--- src/rtl/mem_port_arbiter_pkg.sv ---
// mem_port_arbiter_pkg: shared state encodings, port IDs and the round-robin pick for the memory port arbiter
// Contents: ARB_* controller state constants, PORT_* requester IDs, pick_winner() grant selection.
package mem_port_arbiter_pkg;
    localparam logic [1:0] ARB_IDLE = 2'd0;
    localparam logic [1:0] ARB_WAIT = 2'd1;
    localparam logic [1:0] ARB_DONE = 2'd2;

    localparam logic PORT_CPU = 1'b0;
    localparam logic PORT_LDR = 1'b1;

    // With both ports requesting, the port that did not own the last grant wins.
    function automatic logic pick_winner(input logic req0, input logic req1, input logic owner);
        return (req0 && req1) ? ~owner : (req0 ? PORT_CPU : PORT_LDR);
    endfunction
endpackage

--- src/rtl/mem_port_arbiter_lat_counter.sv ---
// lat_counter: loadable down-counter that stops at zero and flags it
// Ports: i_clk clock; i_rst_n sync active-low reset; i_load/i_value load a new count;
//        i_dec decrement by one; o_zero high while the count is zero.
module lat_counter #(
    parameter int CNT_W = 4
) (
    input  logic             i_clk,
    input  logic             i_rst_n,
    input  logic             i_load,
    input  logic [CNT_W-1:0] i_value,
    input  logic             i_dec,
    output logic             o_zero
);
    logic [CNT_W-1:0] r_cnt;

    always_ff @(posedge i_clk) begin
        if (!i_rst_n)
            r_cnt <= '0;
        else if (i_load)
            r_cnt <= i_value;
        else if (i_dec && r_cnt != '0)
            r_cnt <= r_cnt - 1'b1;
    end

    assign o_zero = (r_cnt == '0);
endmodule

--- src/rtl/mem_port_arbiter.sv ---
// mem_port_arbiter: round-robin sharing of one memory port between the CPU (port 0) and the loader/debug port (port 1)
// Ports: i_clk clock; i_rst_n sync active-low reset;
//        i_reqN/i_weN/i_addrN/i_wdataN one transaction request from port N, held until o_doneN;
//        o_doneN one-cycle completion pulse, o_rdataN read data valid while o_doneN;
//        o_mem_en/o_mem_we/o_mem_addr/o_mem_wdata memory strobe, write enable, address, write data; i_mem_rdata read data;
//        o_busy high outside IDLE; o_owner port of the current or last grant.
module mem_port_arbiter
    import mem_port_arbiter_pkg::*;
#(
    parameter int ADDR_W  = 32,
    parameter int DATA_W  = 32,
    parameter int MEM_LAT = 2,
    parameter int CNT_W   = 4
) (
    input  logic              i_clk,
    input  logic              i_rst_n,
    input  logic              i_req0,
    input  logic              i_we0,
    input  logic [ADDR_W-1:0] i_addr0,
    input  logic [DATA_W-1:0] i_wdata0,
    output logic              o_done0,
    output logic [DATA_W-1:0] o_rdata0,
    input  logic              i_req1,
    input  logic              i_we1,
    input  logic [ADDR_W-1:0] i_addr1,
    input  logic [DATA_W-1:0] i_wdata1,
    output logic              o_done1,
    output logic [DATA_W-1:0] o_rdata1,
    output logic              o_mem_en,
    output logic              o_mem_we,
    output logic [ADDR_W-1:0] o_mem_addr,
    output logic [DATA_W-1:0] o_mem_wdata,
    input  logic [DATA_W-1:0] i_mem_rdata,
    output logic              o_busy,
    output logic              o_owner
);
    if (MEM_LAT < 1 || MEM_LAT > 15 || MEM_LAT > (1 << CNT_W)) begin : g_bad_lat
        $error("mem_port_arbiter: MEM_LAT must be 1..15 and fit in CNT_W bits");
    end

    logic [1:0]        r_state;
    logic [1:0]        w_next;
    logic              r_owner;
    logic              r_busy;
    logic              r_done0;
    logic              r_done1;
    logic              r_mem_en;
    logic              r_mem_we;
    logic [ADDR_W-1:0] r_mem_addr;
    logic [DATA_W-1:0] r_mem_wdata;
    logic [DATA_W-1:0] r_rdata0;
    logic [DATA_W-1:0] r_rdata1;
    logic              w_grant;
    logic              w_win;
    logic              w_win_we;
    logic              w_zero;
    logic              w_finish;
    logic              w_next_owner;

    assign w_grant      = (r_state == ARB_IDLE) && (i_req0 || i_req1);
    assign w_win        = pick_winner(i_req0, i_req1, r_owner);
    assign w_win_we     = w_win ? i_we1 : i_we0;
    assign w_finish     = (r_state == ARB_WAIT) && w_zero;
    assign w_next_owner = w_grant ? w_win : r_owner;

    // Writes complete at the grant; reads wait MEM_LAT cycles counted down from MEM_LAT-1.
    always_comb
        w_next = (r_state == ARB_IDLE) ? (w_grant ? (w_win_we ? ARB_DONE : ARB_WAIT) : ARB_IDLE) :
                 (r_state == ARB_WAIT) ? (w_zero ? ARB_DONE : ARB_WAIT) : ARB_IDLE;

    lat_counter #(.CNT_W(CNT_W)) u_lat (
        .i_clk   (i_clk),
        .i_rst_n (i_rst_n),
        .i_load  (w_grant && !w_win_we),
        .i_value (CNT_W'(MEM_LAT - 1)),
        .i_dec   (r_state == ARB_WAIT),
        .o_zero  (w_zero)
    );

    // done and busy are registered from the next state so done is high exactly while in DONE.
    always_ff @(posedge i_clk) begin
        if (!i_rst_n) begin
            r_state     <= ARB_IDLE;
            r_owner     <= PORT_LDR;
            r_busy      <= 1'b0;
            r_done0     <= 1'b0;
            r_done1     <= 1'b0;
            r_mem_en    <= 1'b0;
            r_mem_we    <= 1'b0;
            r_mem_addr  <= '0;
            r_mem_wdata <= '0;
            r_rdata0    <= '0;
            r_rdata1    <= '0;
        end else begin
            r_state  <= w_next;
            r_owner  <= w_next_owner;
            r_busy   <= (w_next != ARB_IDLE);
            r_done0  <= (w_next == ARB_DONE) && (w_next_owner == PORT_CPU);
            r_done1  <= (w_next == ARB_DONE) && (w_next_owner == PORT_LDR);
            r_mem_en <= w_grant;
            r_mem_we <= w_grant && w_win_we;
            if (w_grant) begin
                r_mem_addr  <= w_win ? i_addr1 : i_addr0;
                r_mem_wdata <= w_win ? i_wdata1 : i_wdata0;
            end
            if (w_finish && r_owner == PORT_CPU)
                r_rdata0 <= i_mem_rdata;
            if (w_finish && r_owner == PORT_LDR)
                r_rdata1 <= i_mem_rdata;
        end
    end

    assign o_done0     = r_done0;
    assign o_done1     = r_done1;
    assign o_rdata0    = r_rdata0;
    assign o_rdata1    = r_rdata1;
    assign o_mem_en    = r_mem_en;
    assign o_mem_we    = r_mem_we;
    assign o_mem_addr  = r_mem_addr;
    assign o_mem_wdata = r_mem_wdata;
    assign o_busy      = r_busy;
    assign o_owner     = r_owner;
endmodule
--- config.mk ---
export PLATFORM = sky130hd
export DESIGN_NAME = mem_port_arbiter
export DESIGN_NICKNAME = d
export VERILOG_FILES = /design/src/rtl/mem_port_arbiter_pkg.sv /design/src/rtl/mem_port_arbiter_lat_counter.sv /design/src/rtl/mem_port_arbiter.sv
export SDC_FILE = /design/constraint.sdc
export NUM_CORES = 1
export LEC_CHECK = 0
export CAP_MARGIN = 20
export CORE_ASPECT_RATIO = 1.25
export CORE_MARGIN = 3
export CORE_UTILIZATION = 35
export DETAILED_ROUTE_END_ITERATION = 16
export GPL_TIMING_DRIVEN = 0
export HOLD_SLACK_MARGIN = 0.12
export PLACE_DENSITY = 0.83
export SLEW_MARGIN = 5
export SYNTH_ARGS = -nofsm -noshare
export SYNTH_HDL_FRONTEND = slang
export SYNTH_SLANG_ARGS = --single-unit
--- constraint.sdc ---
create_clock -name i_clk -period 2.26 [get_ports i_clk]
set_clock_uncertainty 0.15 [all_clocks]
set_input_delay 0.339 -clock i_clk [delete_from_list [all_inputs] [get_ports i_clk]]
set_output_delay 0.339 -clock i_clk [all_outputs]
set_load 0.02 [all_outputs]
==> metrics, run 1 <==
register area roughly 0.0028 mm^2; RSZ-0062 raised after global routing false; H-tree lvl count 4; CTS Hold Buffers Added 0; DRT Wirelength between 15000 and 20000 um; Port-buffer cells 297; # DRC 0; Adder-Cell Fraction of Synth Area 0.00442; clock-pin slew on the worst setup and hold paths 60 ps; Post-synth EDFFs 0; Syn Nets between 700 and 800; simple-gate share of the synthesized area 0.117; setup bufs post-CTS 0; first-pass iteration count of the detailed router 5; Max IR drop VDD 556 uV; die area roughly 0.018 mm^2; Boundary Pins 300; Design Power 0.00763 W; mean post-synth cell area 9.58 um^2; P per Cell Area approximately 800 mW/mm^2; relative slew slack 0.650; Die X around 120 um; Synth Area in Compound Gates 0.199; Placed Area 0.00890 mm^2; DR vias roughly 5700; initial DRC count roughly 340; Vert. Die Dim 148 um; Worst Path Required 1770 ps; main combinational cell family by area after synthesis compound AO/OA/AOI/OAI gates; Async S/R FF share, synth 0; slowest cell on the critical path clkdlybuf4s50_1; area delta synth->final 68.2%; CTS Buf Count 17; placeable core area 0.0157 mm^2; crit path cell chain clkdlybuf4s50_1; fmax between 0.4 and 0.5 GHz; num rows between 50 and 60; Slew Viols, Final 0; XOR/XNOR share of the synthesized area 0.00310; largest net degree at the start of global routing 17; post-layout util 0.606; FF+latch count, synth 140; # resized after CTS 0; status finished clean; post-synth cell types between 40 and 50; vias per cell about 5.0; Yosys top cell by area dfxtp_1; crit path buf inv count 1; Worst Setup Path Type reg2out; layout cells sized above 1 0.0924; sequential area share after synthesis 0.495; largest cells by area after synthesis dfxtp_1 (50%), mux2i_1 (11%), a21oi_1 (5.9%), nand3_1 (5.7%), o21ai_1 (5.3%); vias in the first global route ~5700; mux contribution to synthesized area 0.115; Arr. time, crit path about 1600 ps; Max Buffers Root-to-Sink 2; Yosys top cell area share 0.495; antenna-violating nets left 0; number of fillers in the final layout about 1400; final setup violation count 0; crit end category output port; Setup TNS 0 ps; min Tclk post-route 2090 ps; CP Max Fanout 7; diodes inserted 0; wire per inst 17.3 um; nets 1075; antenna violations before repair 0; Clock Sinks 140; synthesized cell area between 0.005 and 0.006 mm^2; P_leak roughly 3.7 nW; CTS tree built; Starting Density 0.361; Worst path top cell family by delay buffers and inverters; WHS between 200 and 250 ps; class of the worst hold path in2reg; Main synth FF type dfxtp_1; Final Cell Area around 0.0095 mm^2; Max stage delay on crit path between 600 and 700 ps; final worst path period share 0.926; Post-Syn Instances 591; Overall Global Routing Usage 0.214; CTS root buf clkbuf_16; # Max-Cap Violations 0; Clk Latency, worst-skew pair approximately 400 ps; grt ovf 0; Placer Congestion between 0.8 and 0.9; Worst-Margin Slew 525 ps; Multi-input gate area between 0.002 and 0.0025 mm^2; Yosys Warn Count 0; post-detail-place hpwl 15500 um; CP Launch Type flip-flop; Hold Vio Cnt, Final 0; global-route wire length before repair 30000 um
-- cell usage after synthesis, types with 2 or more instances --
master	number
o21ai_1	60
nand3_1	64
o21a_1	3
mux2i_1	65
clkbuf_1	16
buf_2	8
nand2_1	35
buf_4	2
o21ai_2	12
nor2_1	5
o21ai_0	57
inv_1	3
buf_6	19
a21oi_1	67
and2_1	2
dfxtp_1	140
ha_1	2
nor4_1	2
buf_1	6
-- sequential cells by signal, indices dropped and copies added (netlist names) --
name / count
o_owner: 1
u_lat.r_cnt: 4
r_state: 2
o_busy: 1
o_rdata1: 32
o_mem_wdata: 32
o_mem_addr: 32
o_rdata0: 32
o_mem_en: 1
o_mem_we: 1
o_done1: 1
o_done0: 1
-- routing by layer --
layer | global-route usage | vias to the layer above | routed length [um]
met5 | 0 | - | 0
met4 | 0.0682 | 0 | 462
met3 | 0.0658 | 29 | 1600
met2 | 0.387 | 253 | 9900
met1 | 0.241 | 2627 | 7580
li1 | - | 2749 | -
-- final timing paths --
path | slack, ps | startpoint | depth (start not counted) | to
worst max-delay path | 170 | o_owner | 1 | o_owner
worst min-delay path | 210 | i_req0 | 3 | o_busy
worst max register to register | 410 | u_lat.r_cnt[0] | 7 | o_rdata0[21]
worst min register to register | 310 | o_rdata1[30] | 2 | o_rdata1[30]
-- cell type report --
cell class,count,area share
multi-input cells,396,0.260
well taps,212,0.0279
plain buffers,52,0.0384
repair buffers,297,0.312
flip-flops and latches,140,0.294
inverters,3,0.00118
clock inverters,13,0.0200
clock buffers,19,0.0455
-- report_power, final --
part	leakage [nW]	internal (W)	switching (W)	total, W
Clock	0.291	0.00186	0.00110	0.00296
Sequential	1.15	0.00270	0.000125	0.00283
Combinational	2.25	0.000908	0.000935	0.00184
-- stage by stage --
step	setup slack, ps	std cells
after CTS	136	1132
after global placement	145	1100
after global routing	78.3	1132
final	168	1132
after floorplan	657	591
after detailed placement	135	1100
-- cell families after synthesis --
family                   after synthesis
AO/OA/AOI/OAI                        205
flip-flops                           140
AND/OR/NAND/NOR                      122
multiplexers                          65
buffers and inverters                 55
XOR/XNOR                               2
adder cells (fa/ha/maj)                2
-- layout by cell type (no fill, tap or decap), types with 2 or more instances in the layout --
cell type,n
nor2_1,5
mux2i_1,65
nor4_1,2
buf_6,19
dfxtp_1,140
inv_1,3
clkdlybuf4s50_1,297
o21a_1,3
o21ai_0,57
o21ai_1,60
ha_1,2
buf_1,6
clkbuf_1,18
nand3_1,64
and2_1,2
nand2_1,35
bufinv_16,4
inv_6,3
clkinvlp_4,4
buf_2,8
a21oi_1,67
clkbuf_16,17
buf_4,2
o21ai_2,12
No activity file was read; power rests on OpenSTA's default activity.
==> run 2: changes to the inputs <==
Settings changed: SETUP_SLACK_MARGIN from default to 0.05.
==> results of run 2 <==
Same layout as run 1: the final DEF is identical, and so are final timing and power.
==> run 3: changes to the inputs <==
Settings changed: SKIP_LAST_GASP from default to 1.
==> results of run 3 <==
Same layout as run 1: the final DEF is identical, and so are final timing and power.
